File: src/rtl/uart_rx_ctrl.sv
// Receive-side controller for the UART RX deframer: frame configuration with
// between-frame apply, show-ahead receive FIFO with parity tags, error tracking and interrupts.
module uart_rx_ctrl #(
  parameter int DATA_WIDTH    = 8,
  parameter int FIFO_DEPTH    = 16,
  parameter int LEVEL_W       = $clog2(FIFO_DEPTH) + 1,
  parameter int ERR_CNT_W     = 8,
  parameter int TIMEOUT_TICKS = 40
) (
  input  logic                  clk,
  input  logic                  rst_n,
  input  logic                  cfg_wr,
  input  logic [1:0]            cfg_data_width,
  input  logic [1:0]            cfg_parity,
  input  logic                  cfg_stop,
  output logic                  cfg_pending,
  output logic [1:0]            data_width_option,
  output logic [1:0]            parity_option,
  output logic                  stop_bit_option,
  input  logic                  transaction_en,
  input  logic                  baudrate_clk_en,
  input  logic                  rx_fifo_wr,
  input  logic [DATA_WIDTH-1:0] rx_data,
  input  logic                  rx_valid,
  input  logic                  rd_en,
  output logic                  rd_valid,
  output logic [DATA_WIDTH-1:0] rd_data,
  output logic                  rd_perr,
  output logic [LEVEL_W-1:0]    level,
  input  logic [LEVEL_W-1:0]    irq_threshold,
  output logic                  irq,
  output logic                  overrun_flag,
  output logic                  parity_flag,
  output logic [ERR_CNT_W-1:0]  err_cnt,
  input  logic                  err_clr
);

  localparam int PTR_W = $clog2(FIFO_DEPTH);
  localparam int TO_W  = $clog2(TIMEOUT_TICKS + 1);
  localparam logic [LEVEL_W-1:0]   FULL_LVL = LEVEL_W'(FIFO_DEPTH);
  localparam logic [TO_W-1:0]      TO_MAX   = TO_W'(TIMEOUT_TICKS);
  localparam logic [ERR_CNT_W-1:0] ERR_MAX  = {ERR_CNT_W{1'b1}};

  logic [1:0] dw_q, dw_d, par_q, par_d, pend_dw_q, pend_dw_d, pend_par_q, pend_par_d;
  logic       stop_q, stop_d, pend_stop_q, pend_stop_d, pend_vld_q, pend_vld_d;
  logic       cfg_ok_s;

  logic [DATA_WIDTH:0]    mem_q [FIFO_DEPTH];
  logic [PTR_W-1:0]       wr_ptr_q, wr_ptr_d, rd_ptr_q, rd_ptr_d;
  logic [LEVEL_W-1:0]     level_q, level_d;
  logic                   push_s, pop_s, full_s, empty_s, ovr_s, perr_s;
  logic                   ovr_q, ovr_d, parf_q, parf_d, irq_q, irq_d, timeout_s;
  logic [ERR_CNT_W-1:0]   err_q, err_d;
  logic [TO_W-1:0]        to_q, to_d;
  logic [DATA_WIDTH:0]    head_s;

  // Configuration: latch legal writes, apply whenever no frame is in progress
  always_comb begin
    dw_d        = dw_q;
    par_d       = par_q;
    stop_d      = stop_q;
    pend_dw_d   = pend_dw_q;
    pend_par_d  = pend_par_q;
    pend_stop_d = pend_stop_q;
    pend_vld_d  = pend_vld_q;
    cfg_ok_s    = cfg_wr && (cfg_parity != 2'd3);
    if (cfg_ok_s) begin
      pend_dw_d   = cfg_data_width;
      pend_par_d  = cfg_parity;
      pend_stop_d = cfg_stop;
      pend_vld_d  = 1'b1;
    end else begin
      pend_vld_d  = pend_vld_q;
    end
    if (!transaction_en && pend_vld_d) begin
      dw_d       = pend_dw_d;
      par_d      = pend_par_d;
      stop_d     = pend_stop_d;
      pend_vld_d = 1'b0;
    end else begin
      dw_d       = dw_q;
    end
  end

  // FIFO control, error tracking, timeout and interrupt next state
  always_comb begin
    empty_s  = (level_q == '0);
    full_s   = (level_q == FULL_LVL);
    pop_s    = rd_en && !empty_s;
    push_s   = rx_fifo_wr && (!full_s || pop_s);
    ovr_s    = rx_fifo_wr && !push_s;
    perr_s   = rx_fifo_wr && !rx_valid;
    wr_ptr_d = push_s ? wr_ptr_q + PTR_W'(1) : wr_ptr_q;
    rd_ptr_d = pop_s ? rd_ptr_q + PTR_W'(1) : rd_ptr_q;
    case ({push_s, pop_s})
      2'b10:   level_d = level_q + LEVEL_W'(1);
      2'b01:   level_d = level_q - LEVEL_W'(1);
      default: level_d = level_q;
    endcase
    // A coincident error event wins over err_clr, leaving the count at one
    ovr_d  = err_clr ? 1'b0 : ovr_q;
    parf_d = err_clr ? 1'b0 : parf_q;
    err_d  = err_clr ? '0 : err_q;
    if (ovr_s) begin
      ovr_d = 1'b1;
    end else begin
      ovr_d = ovr_d;
    end
    if (perr_s) begin
      parf_d = 1'b1;
    end else begin
      parf_d = parf_d;
    end
    if ((ovr_s || perr_s) && (err_d != ERR_MAX)) begin
      err_d = err_d + ERR_CNT_W'(1);
    end else begin
      err_d = err_d;
    end
    timeout_s = (to_q == TO_MAX);
    if (push_s || pop_s || empty_s) begin
      to_d = '0;
    end else if (baudrate_clk_en && !timeout_s) begin
      to_d = to_q + TO_W'(1);
    end else begin
      to_d = to_q;
    end
    irq_d = ((irq_threshold != '0) && (level_q >= irq_threshold)) || timeout_s;
  end

  // Control and status registers
  always_ff @(posedge clk or negedge rst_n) begin
    if (!rst_n) begin
      dw_q        <= 2'b11;
      par_q       <= 2'b00;
      stop_q      <= 1'b0;
      pend_dw_q   <= 2'b00;
      pend_par_q  <= 2'b00;
      pend_stop_q <= 1'b0;
      pend_vld_q  <= 1'b0;
      wr_ptr_q    <= '0;
      rd_ptr_q    <= '0;
      level_q     <= '0;
      ovr_q       <= 1'b0;
      parf_q      <= 1'b0;
      err_q       <= '0;
      to_q        <= '0;
      irq_q       <= 1'b0;
    end else begin
      dw_q        <= dw_d;
      par_q       <= par_d;
      stop_q      <= stop_d;
      pend_dw_q   <= pend_dw_d;
      pend_par_q  <= pend_par_d;
      pend_stop_q <= pend_stop_d;
      pend_vld_q  <= pend_vld_d;
      wr_ptr_q    <= wr_ptr_d;
      rd_ptr_q    <= rd_ptr_d;
      level_q     <= level_d;
      ovr_q       <= ovr_d;
      parf_q      <= parf_d;
      err_q       <= err_d;
      to_q        <= to_d;
      irq_q       <= irq_d;
    end
  end

  // Storage array; contents are don't-care until pointed at by a valid entry
  always_ff @(posedge clk) begin
    if (push_s) begin
      mem_q[wr_ptr_q] <= {~rx_valid, rx_data};
    end
  end

  assign head_s            = rd_valid ? mem_q[rd_ptr_q] : '0;
  assign rd_valid          = (level_q != '0);
  assign rd_data           = head_s[DATA_WIDTH-1:0];
  assign rd_perr           = head_s[DATA_WIDTH];
  assign level             = level_q;
  assign cfg_pending       = pend_vld_q;
  assign data_width_option = dw_q;
  assign parity_option     = par_q;
  assign stop_bit_option   = stop_q;
  assign overrun_flag      = ovr_q;
  assign parity_flag       = parf_q;
  assign err_cnt           = err_q;
  assign irq               = irq_q;

endmodule

File: config.mk
export PLATFORM = sky130hd
export DESIGN_NAME = uart_rx_ctrl
export DESIGN_NICKNAME = d
export VERILOG_FILES = /design/src/rtl/uart_rx_ctrl.sv
export SDC_FILE = /design/constraint.sdc
export NUM_CORES = 1
export LEC_CHECK = 0
export BUFFER_PORTS_ARGS = -buffer_cell sky130_fd_sc_hd__buf_2
export CELL_PAD_IN_SITES_DETAIL_PLACEMENT = 2
export CELL_PAD_IN_SITES_GLOBAL_PLACEMENT = 2
export CORE_MARGIN = 5
export CORE_UTILIZATION = 40
export DETAILED_ROUTE_END_ITERATION = 12
export GPL_TIMING_DRIVEN = 0
export PLACE_DENSITY = 0.71
export REMOVE_ABC_BUFFERS = 1
export SETUP_SLACK_MARGIN = 0.1
export SYNTH_ARGS = -nofsm -noshare
export SYNTH_HDL_FRONTEND = slang
export SYNTH_SLANG_ARGS = --single-unit
File: constraint.sdc
create_clock -name clk -period 2.64 [get_ports clk]
set_input_delay 0.528 -clock clk [delete_from_list [all_inputs] [get_ports clk]]
set_output_delay 0.528 -clock clk [all_outputs]
set_load 0.02 [all_outputs]
### Word-level counts from Yosys, hierarchy flattened

Memories as Yosys holds them, arrays and structs flattened.
Index checks and enable logic that the tools add are counted.

* register bits after elaboration: 41
* memories: 1
* bits in writable memories: 144

* add/sub/neg operators: 6
* reduce and logical (&&, ||, !) cells: 27
* equal/unequal tests: 6
* $lt $le $gt $ge: 1
* bitwise gates (word level): 1
* mux-type cells: 16

Memory list
* mem_q: depth 16, bits a word 9, rd ports 1, clocked after memory_dff 0, write ports 1, RTL line 48 `logic [DATA_WIDTH:0] mem_q [FIFO_DEPTH];`

Operators by type and width (count)
* 8-bit 2-to-1 mux: 2
* 6-bit 2-to-1 mux: 2
* 5-bit one-hot mux with 2 select lines: 1
* 5-bit nonzero test: 2
* 1-bit logical AND: 9
* 9-bit 2-to-1 mux: 1
* 4-bit by 1-bit adder with 4-bit output (second input constant): 2
* 8-bit by 1-bit adder with 8-bit output (second input constant): 1
* 1-bit 2-to-1 mux: 8
* 8-bit != test (second input constant): 1
* 2-bit nonzero test: 4
* 6-bit by 1-bit adder with 6-bit output (second input constant): 1
* 6-bit equality test (second input constant): 1
* 1-bit zero test: 6
* 5-bit by 1-bit adder with 5-bit output (second input constant): 1
* 5-bit equality test (second input constant): 1
* 5-bit >= comparator: 1
* 5-bit zero test: 1
* 1-bit logical OR: 5
* 5-bit by 1-bit subtractor with 5-bit output (second input constant): 1
* 2-bit 2-to-1 mux: 2
* 2-bit by 1-bit equality test with 1-bit output (second input constant): 1
* 2-bit equality test (second input constant): 1
* 2-bit != test (second input constant): 1
* 1-bit NOT: 1

### Longest topological paths before layout

Gate-level depths: netlist (run 1).

* depth after elaboration: 10
* mapped depth: 9

### Worst setup path before layout (run 1)

Ideal clock, no wire load.

* path type: register -> register
* from: register level_q[0] (netlist: level[0])
* to: memory mem_q[9][0] (netlist bit), enable pin
* stages on the path, launching flop included: 5
* library setup time: 389 ps
* path slack: 216 ps
* data arrival time: 2036 ps
* buffers on the path: 0
* data required time: 2251 ps
* cell sequence: dfrtp_1 -> nor4_4 -> a31oi_1 -> nand2_1 -> nor3b_1

* word-level cells in the longest chain between the ends: 7
* elaborated cells between the ends (all ways): 9
* those cells by class: eq/ne (1); mux (2); reduce/logical (6)

RTL lines
* start: declaration: RTL line 50 `logic [LEVEL_W-1:0] level_q, level_d;`
* start signal: assignment: RTL line 158 `level_q <= level_d;`
* 5-bit zero test: RTL line 87 `empty_s = (level_q == '0);`
* 1-bit zero test: RTL line 89 `pop_s = rd_en && !empty_s;`
* 1-bit logical AND: RTL line 89
* 1-bit logical OR *: RTL line 90 `push_s = rx_fifo_wr && (!full_s || pop_s);`
* 1-bit logical AND *: RTL line 90
* 1-bit 2-to-1 mux *: RTL line 169 `if (push_s) begin`
* 1-bit 2-to-1 mux (not written as such) *: RTL line 170 `mem_q[wr_ptr_q] <= {~rx_valid, rx_data};`
* end: declaration: RTL line 48

Mark *: on every way between the ends. The rest lies on a longest branch, timed or not.

### Worst setup path after layout (run 1)

* from: register rd_ptr_q[0]
* to: output rd_data[2]

* word-level cells in the longest chain between the ends: 2

RTL lines
* start: declaration: RTL line 49 `logic [PTR_W-1:0] wr_ptr_q, wr_ptr_d, rd_ptr_q, rd_ptr_d;`
* start signal: assignment: RTL line 157 `rd_ptr_q <= rd_ptr_d;`
* memory 16 x 9 bit
* 9-bit 2-to-1 mux: RTL line 174 `assign head_s = rd_valid ? mem_q[rd_ptr_q] : '0;`
* end: declaration: RTL line 27 `output logic [DATA_WIDTH-1:0] rd_data,`

No other way between the ends.

==> flow_summary.json, run 1 <==
{
  "final_cells": 794,
  "grt_pass1_wl_um": 30200,
  "seqPwrFrac_pct": 40.2,
  "synthToLayoutAreaGrowth_pct": 20.1,
  "placed_area_mm2": 0.00834,
  "syn-cell-area_mm2": 0.00769,
  "cts_root_buf": "clkbuf_16",
  "irDropWorstVdd_v": 0.000527,
  "swShare_pct": 33.6,
  "syn_area_per_cell_um2": 17.5,
  "dp.cells": 748,
  "drt-initial-drc-count": 299,
  "crit_type": "flop to output port",
  "reg2reg_from": "level[1]$_DFFE_PN0P_",
  "ys_seq_area_share_pct": 69.6,
  "antenna_found_initial": 0,
  "tightestPinTransition_ns": 0.973,
  "die_w_um": 149,
  "async_flop_share_pct": 22.2,
  "netlist-cell-type-count": 38,
  "clkLatencyLatePin_ns": 0.43,
  "worstPathRequired_ns": 2.11,
  "syn_inst": 439,
  "slew_viol_final": 0,
  "finalCriticalPeriod_ns": 2.68,
  "power.density_mw_per_mm2": 1060,
  "p_comb_share_pct": 35.2,
  "wirelength_um": 19600,
  "dp_slack_ns": -0.303,
  "start_util_pct": 40.9,
  "synth_commonest_cells": "144 x edfxtp_1, 39 x dfrtp_1, 36 x mux4_2",
  "drc": 0,
  "worst_slack_ns": -0.0417,
  "finalSetupViolations": 3,
  "vias_per_cell": 5.39,
  "dp_hpwl_um": 12100,
  "cts_buffers": 17,
  "cts_sinks": 185,
  "total_leakage_power_nw": 3.40,
  "diodes": 0,
  "cts_max_level": 4,
  "synth_most_common_cell": "edfxtp_1",
  "ios": 59,
  "crit_path_start_kind": "flop",
  "synth_area_leaders": "edfxtp_1 56%, dfrtp_1 13%, mux4_2 11%",
  "p_switching_mw": 3.30,
  "drv_cap": 0,
  "crit_start": "rd_ptr_q[0]$_DFFE_PN0P_",
  "p_total_mw": 9.82,
  "worstPathArrival_ns": 2.15,
  "endpoint_kind": "output port",
  "fin_area_mm2": 0.00924,
  "synth-edff-count": 144,
  "drive_gt1_share_pct": 36.3,
  "die_y_um": 149,
  "status": "finished with violations",
  "track_usage_pct": 18.5,
  "clkSlewWorstSetupHoldPaths_ns": 0.07,
  "whs_ns": 0.257,
  "synth_top_area_share_pct": 56.2,
  "fin_nets": 566,
  "intPower_mw": 6.52,
  "fin_crit_sh_pct": 102,
  "violations": "setup timing",
  "hold_viol_final": 0,
  "cts_tree": "built",
  "synth-main-ff-cell": "edfxtp_1",
  "grt_pass1_vias": 4824,
  "cts_buffer_depth": 2,
  "first_pass_iters": 4,
  "holdCritPathClass": "input port to async pin",
  "max_freq_ghz": 0.373,
  "ys.warnings.count": 0,
  "grt_max_degree": 42,
  "rsz0062_at_grt": "yes",
  "wl_per_cell_um": 24.7,
  "clock_power_share_pct": 24.7,
  "maxSlewHeadroom_pct": 35.1,
  "rows": 50,
  "fill_cells": 1728,
  "skew_ns": 0.0105,
  "yosys.area.top_type": "edfxtp_1",
  "grt-ovfl-total": 0,
  "ys_seq_elements": 185,
  "port_buffers": 58,
  "worst-path-max-fanout": 8,
  "die-area_mm2": 0.0221,
  "num_vias": 4282,
  "ant_nets": 0,
  "gp_congestion": 0.729,
  "coreArea_mm2": 0.0188
}
-- sequential cells by signal, summed over array words and instances, names as in the netlist, 2 cells and up --
register           count
wr_ptr_q               4
rd_ptr_q               4
pend_par_q             2
level                  5
err_cnt                8
parity_option          2
to_q                   6
mem_q                144
data_width_option      2
pend_dw_q              2
-- power groups by stage --
stage               combinational [mW]  clock [mW]  sequential (mW)
finish                            3.45        2.42             3.94
global route                      3.70        2.62             3.99
CTS                               3.20        2.47             3.91
detailed placement                2.69           0             4.15
global placement                  2.50           0             4.21
floorplan                         1.69           0             4.09
-- stage by stage --
step           util [%]  setup TNS (ns)
2_1_floorplan         -           -3.96
3_3_place_gp       43.8          -59.29
3_5_place_dp       44.3          -21.35
4_1_cts            48.1          -0.105
5_1_grt            49.1          -0.700
6_report           49.1         -0.0685
-- worst paths after layout --
check | slack, ns | cells after the start | to
max | -0.04 | 5 | rd_data[2]
min | 0.26 | 1 | err_cnt[1]$_DFF_PN0_
max reg2reg | 0.24 | 9 | level[3]$_DFFE_PN0P_
min reg2reg | 0.50 | 1 | pend_dw_q[0]$_DFF_PN0_
max in group asynchronous | 1.66 | 1 | rd_ptr_q[0]$_DFFE_PN0P_
min in group clk | 0.32 | 2 | parity_flag$_DFFE_PN0P_
-- critical path, stage by stage (launching register included) --
cell and delay [ns]:
dfrtp_4 0.49, buf_12 0.17, mux4_2 0.50, mux2i_1 0.25, o22ai_2 0.13, buf_2 0.18
-- timing repair --
item                       in CTS  in global routing
gates resized for setup        24                 24
setup endpoints to repair      98                141
hold buffers                    0                  0
gates cloned                    1                  1
pin swaps                       2                  5
setup buffers                   7                  5
-- cell type report --
cell class / count / area, um^2 / share of cell area [%]
Clock buffer: 18 / 429 / 4.64
Inverter: 18 / 67.6 / 0.731
Clock inverter: 14 / 125 / 1.35
Multi-Input combinational cell: 223 / 2380 / 25.8
Tap cell: 260 / 325 / 3.52
Timing Repair Buffer: 76 / 551 / 5.96
Sequential cell: 185 / 5360 / 58.0
-- layer usage --
layer  up-vias  wire length (um)  GRT usage [%]
li1       1868                 -              -
met3        13               856           3.84
met2       100              9950           31.1
met4         0               167           3.74
met5         -                 0              0
met1      2301              8660           25.1
-- placed cells by master (no fill, tap or decap), types with 5 or more instances in the layout --
master     Yosys  routed
nor2_1        23      23
xor2_1         7       7
buf_2          4      52
clkbuf_16      0      18
xnor2_1       16      16
mux2_2        12      12
nand3_1        8       8
nand4_1        7       7
mux4_2        36      36
dfrtp_1       39      34
edfxtp_1     144     144
o22ai_1       11       6
nand2_1       12      10
nor2b_1        6       6
buf_4          0      10
o22ai_2        0       5
mux2i_1       19      14
buf_12         0       5
ha_1          17      17
inv_1         18      18
a21oi_1        5       5
buf_6          0       8
-- kinds of logic after synthesis --
kind of cell    count (synthesis)  synth area share, %
flops                         185                 69.6
simple gates                   88                 6.18
mux                            67                 14.8
buf+inv                        32                 1.63
compound gates                 26                 2.23
xor+xnor                       23                 2.62
fa+ha+maj                      18                 3.02
Note: power is estimated with default switching activity, not from simulation.
==> run 2: changes to the inputs <==
Settings changed: TNS_END_PERCENT from default to 5.
==> run 2 against run 1 <==
  * The flow still finishes with violations (setup timing)
  * Via count hardly changed
  * Combinational power decreased by 1%
  * Sequential power hardly changed
  * Fmax about the same
  * Register-to-register slack about the same
  * Cell count decreased by 0.38%
  * Routed wire length about the same
  * Critical path depth unchanged
  * Power fell by 0.33%
  * Clock power about the same
  * Core utilization is 0.13 points lower
  * Die area unchanged
  * Critical endpoint unchanged
==> flow_summary.json, run 2 (synthesis gave the netlist of run 1 again) <==
{
  "status": "finished with violations",
  "violations": "setup timing",
  "rsz0062_at_grt": "yes",
  "slew_viol_final": 0,
  "layout_common_cells": "144 x edfxtp_1, 54 x buf_2, 36 x mux4_2, 34 x dfrtp_1, 23 x nor2_1",
  "grt-ovfl-total": 0,
  "die_y_um": 149,
  "cpPeakStageDelay_ns": 0.50,
  "cts_buffers": 17,
  "seq_area_mm2": 0.00536,
  "multiInputGateArea_mm2": 0.00239,
  "worst-path-max-fanout": 8,
  "fill_cells": 1739,
  "fin_crit_sh_pct": 102,
  "crit_start": "rd_ptr_q[0]$_DFFE_PN0P_",
  "busiest_layer": "met2",
  "skew_ns": 0.0101,
  "worst-r2r-cell-count": 9,
  "final_util_pct": 49.0,
  "port_buffers": 58,
  "finalSetupViolations": 5,
  "first_pass_iters": 4,
  "drt-initial-drc-count": 260,
  "start_util_pct": 40.9,
  "total_leakage_power_nw": 3.37,
  "endpoint": "rd_data[2]",
  "crit_type": "flop to output port",
  "power.density_mw_per_mm2": 1060,
  "rows": 50,
  "diodes": 0,
  "die-area_mm2": 0.0221,
  "wirelength_um": 19600,
  "track_usage_pct": 18.5,
  "crit_path_start_kind": "flop",
  "placed_area_mm2": 0.00834,
  "cts_root_buf": "clkbuf_16",
  "grt_pass1_vias": 4823,
  "critPathSlowestCell": "mux4_2",
  "worst_slack_ns": -0.0434,
  "grt_pass1_wl_um": 30200,
  "finalCriticalPeriod_ns": 2.68,
  "drive_gt1_share_pct": 36.3,
  "largest_register_ffs": 144,
  "drc": 0,
  "fin_nets": 563,
  "reg2reg_from": "level[1]$_DFFE_PN0P_",
  "hold_buffers": 0,
  "holdCritPathClass": "input port to async pin",
  "p_total_mw": 9.79,
  "r2r_end": "level[3]$_DFFE_PN0P_",
  "num_vias": 4281,
  "maxSlewHeadroom_pct": 34.9,
  "irDropWorstVdd_v": 0.000516,
  "crit_path_cell_trace": "buf_12 > mux4_2 > mux2i_1 > o22ai_2 > buf_2",
  "coreArea_mm2": 0.0188,
  "grt_max_degree": 42,
  "hold_viol_final": 0,
  "dp_hpwl_um": 12100,
  "tightestPinTransition_ns": 0.976,
  "crit_buf_inv": 2,
  "fin_area_mm2": 0.00922,
  "synthToLayoutAreaGrowth_pct": 19.8,
  "vias_per_cell": 5.41,
  "worstSetupPathDepth": 5,
  "drv_cap": 0,
  "endpoint_kind": "output port",
  "cts_tree": "built",
  "antenna_found_initial": 0,
  "grt_use_met2_pct": 31.1,
  "cts_sinks": 185,
  "clkSlewWorstSetupHoldPaths_ns": 0.07,
  "clkLatencyLatePin_ns": 0.43,
  "cts_buffer_depth": 2,
  "die_w_um": 149,
  "cts_max_level": 4,
  "worstPathArrival_ns": 2.16,
  "gp_congestion": 0.729,
  "max_freq_ghz": 0.373,
  "grt.met3_usage_pct": 3.84,
  "ant_nets": 0,
  "worstPathRequired_ns": 2.11,
  "use_met1_pct": 25.1,
  "final_common_cell": "edfxtp_1",
  "whs_ns": 0.259,
  "rrSetupSlack_ns": 0.24,
  "wl_per_cell_um": 24.8,
  "ios": 59,
  "crit_family": "multiplexers",
  "top_register": "mem_q"
}
run 2: routing by layer:
metal / up-vias / part of all wire, %
met5: - / 0
li1: 1864 / -
met4: 0 / 0.80
met3: 12 / 3.6
met1: 2306 / 45
met2: 99 / 51
run 2: timing repair:
| action | 4_1_cts | 5_1_grt |
|---|---|---|
| setup endpoints to repair | 98 | 141 |
| pin swaps | 2 | 4 |
| gates resized for setup | 24 | 21 |
| gates cloned | 1 | 1 |
| buffers inserted | 7 | 2 |
run 2: where the power goes:
part           switching, mW  internal, mW
Sequential             0.412          3.53
Clock                   1.12          1.31
Combinational           1.77          1.64
Total                   3.31          6.48
run 2: stage by stage:
step / worst slack, ns / cells / setup TNS, ns
after floorplan: -0.444 / 425 / -3.96
final: -0.0434 / 791 / -0.111
after CTS: -0.0281 / 788 / -0.105
after detailed placement: -0.303 / 748 / -21.35
after global placement: -1.43 / 743 / -59.29
after global routing: -0.115 / 791 / -0.734
run 2: worst min-delay path by stage:
stage,cells after the start,to,startpoint
final,1,overrun_flag$_DFFE_PN0P_,rst_n
after CTS,1,overrun_flag$_DFFE_PN0P_,rst_n
after global placement,1,rd_ptr_q[3]$_DFFE_PN0P_,rd_ptr_q[3]$_DFFE_PN0P_
after floorplan,0,cfg_pending$_DFF_PN0_,rst_n
after global routing,2,parity_flag$_DFFE_PN0P_,rx_valid
after detailed placement,1,rd_ptr_q[3]$_DFFE_PN0P_,rd_ptr_q[3]$_DFFE_PN0P_
run 2: final cells by class:
cell class / instances / share of cell area, %
clock buffers: 18 / 4.66
clock inverters: 14 / 1.36
inverters: 18 / 0.733
multi-input cells: 223 / 25.9
flip-flops and latches: 185 / 58.2
well taps: 260 / 3.53
repair buffers: 73 / 5.63
==> run 3: changes to the inputs <==
==> constraint.sdc (replaced) <==
create_clock -name clk -period 2.64 [get_ports clk]
set_input_delay 0.528 -clock clk [delete_from_list [all_inputs] [get_ports clk]]
set_output_delay 0.528 -clock clk [all_outputs]
set_load 0.1 [all_outputs]
==> run 3 against run 2 <==
  * Critical endpoint is now rd_data[0]
  * Clock skew barely moved
  * Core utilization down 0.31 points
  * Fmax down 0.81%
  * Non-clock buffer count decreased by 2
  * The run still ends with setup timing left
==> flow_summary.json, run 3 (synthesis gave the netlist of run 1 again) <==
{
  "skew_ns": 0.0105,
  "cts_root_buf": "clkbuf_16",
  "die-area_mm2": 0.0221,
  "placed_area_mm2": 0.00834,
  "endpoint_kind": "output port",
  "final_common_cell": "edfxtp_1",
  "status": "finished with violations",
  "cpPeakStageDelay_ns": 0.52,
  "cts_max_level": 4,
  "cts_tree": "built",
  "wirelength_um": 19200,
  "layout_common_cells": "144 x edfxtp_1, 49 x buf_2, 36 x mux4_2, 36 x dfrtp_1, 23 x nor2_1",
  "worst-path-max-fanout": 8,
  "drv_cap": 0,
  "rrSetupSlack_ns": 0.14,
  "diodes": 0,
  "violations": "setup timing",
  "dp.cells": 748,
  "fin_crit_sh_pct": 102,
  "worstPathRequired_ns": 2.11,
  "rows": 50,
  "top_register": "mem_q",
  "drc": 0,
  "fin_nets": 561,
  "coreArea_mm2": 0.0188,
  "crit_start": "rd_ptr_q[0]$_DFFE_PN0P_",
  "start_util_pct": 40.9,
  "maxSlewHeadroom_pct": 35.5,
  "fin_area_mm2": 0.00916,
  "tightestPinTransition_ns": 0.967,
  "ios": 59,
  "wl_per_cell_um": 24.4,
  "final_cells": 789,
  "synthToLayoutAreaGrowth_pct": 19.0,
  "multiInputGateArea_mm2": 0.00234,
  "grt_pass1_vias": 4820,
  "crit_type": "flop to output port",
  "max_freq_ghz": 0.370,
  "worst-r2r-cell-count": 10,
  "reg2reg_from": "level[1]$_DFFE_PN0P_",
  "rsz0062_at_grt": "yes",
  "die_y_um": 149,
  "clkLatencyLatePin_ns": 0.43,
  "grt_pass1_wl_um": 30200,
  "endpoint": "rd_data[0]",
  "crit_path_cell_trace": "buf_12 > mux4_2 > mux2i_2 > o22ai_2 > buf_8",
  "hold_viol_final": 0,
  "holdCritPathClass": "input port to async pin",
  "largest_register_ffs": 144,
  "seq_area_mm2": 0.00536,
  "total_leakage_power_nw": 3.36,
  "dp_hpwl_um": 12100,
  "finalCriticalPeriod_ns": 2.71,
  "worst_slack_ns": -0.0653,
  "cts_buffer_depth": 2,
  "fill_cells": 1743,
  "track_usage_pct": 18.5,
  "num_vias": 4221,
  "crit_path_start_kind": "flop",
  "worstPathArrival_ns": 2.18,
  "drive_gt1_share_pct": 34.8,
  "grt_max_degree": 42,
  "clkSlewWorstSetupHoldPaths_ns": 0.07,
  "cts_sinks": 185,
  "p_total_mw": 11.1,
  "power.density_mw_per_mm2": 1210,
  "die_w_um": 149,
  "cts_buffers": 17,
  "antenna_found_initial": 0,
  "grt-ovfl-total": 0,
  "finalSetupViolations": 8,
  "slew_viol_final": 0,
  "irDropWorstVdd_v": 0.000569,
  "ant_nets": 0,
  "finalSetupTns_ns": -0.215,
  "whs_ns": 0.255,
  "r2r_end": "level[3]$_DFFE_PN0P_",
  "first_pass_iters": 4,
  "drt-initial-drc-count": 237,
  "vias_per_cell": 5.35,
  "critPathSlowestCell": "mux4_2",
  "gp_congestion": 0.729,
  "port_buffers": 58
}
[run 3: cell types whose count changed in the layout (fill, tap and decap cells not counted), moves of 2 or more]
cell | before | now
buf_2 | 54 | 49
buf_6 | 7 | 11
mux2i_1 | 14 | 17
buf_8 | 0 | 2
dfrtp_1 | 34 | 36
dfrtp_2 | 4 | 2
mux2i_2 | 4 | 2
[run 3: how the worst min path moves through the flow]
stage               depth (start not counted)                    start  slack, ns                        to
floorplan                                   0                    rst_n       0.23     cfg_pending$_DFF_PN0_
global placement                            1  rd_ptr_q[3]$_DFFE_PN0P_       0.47   rd_ptr_q[3]$_DFFE_PN0P_
detailed placement                          1  rd_ptr_q[3]$_DFFE_PN0P_       0.48   rd_ptr_q[3]$_DFFE_PN0P_
CTS                                         1                    rst_n       0.27  overrun_flag$_DFFE_PN0P_
global route                                2                 rx_valid       0.30   parity_flag$_DFFE_PN0P_
finish                                      1                    rst_n       0.26   wr_ptr_q[2]$_DFFE_PN0P_
[run 3: layer usage]
layer | GRT usage, % | routed length, um
met1 | 25.2 | 8630
met2 | 31.0 | 9710
met3 | 3.81 | 728
met4 | 3.74 | 155
met5 | 0 | 0
[run 3: area by class of cell]
class,instances,area share [%]
clock buffer,18,4.69
clock inverter,14,1.37
inverter,18,0.738
multi-input combinational,223,25.5
sequential,185,58.5
tap,260,3.55
timing repair buffer,71,5.64
[run 3: report_power, final]
part	leakage, nW	switching [mW]	internal [mW]
combinational	1.28	3.08	1.65
clock	0.268	1.11	1.31
sequential	1.81	0.383	3.53
total	3.36	4.57	6.49
[run 3: what timing repair did]
item | in CTS | in global routing
gates cloned | 1 | 0
setup endpoints to repair | 99 | 141
gates resized for setup | 41 | 7
buffers inserted | 7 | 1
pin swaps | 3 | 1
hold buffers | 0 | 0
endpoints found under the hold margin | 0 | 0
[run 3: worst max-delay path, delay by kind of cell (launching register included)]
kind,cells,cell delay [ns]
AOI/OAI and AO/OA,1,0.14
buffers and inverters,2,0.35
DFF,1,0.47
muxes,2,0.77
[run 3: per-stage QoR]
step	utilization, %	setup WS, ns
2_1_floorplan	-	-1.72
3_3_place_gp	43.8	-1.60
3_5_place_dp	44.3	-0.303
4_1_cts	48.4	-0.0677
5_1_grt	48.6	-0.131
6_report	48.6	-0.0653
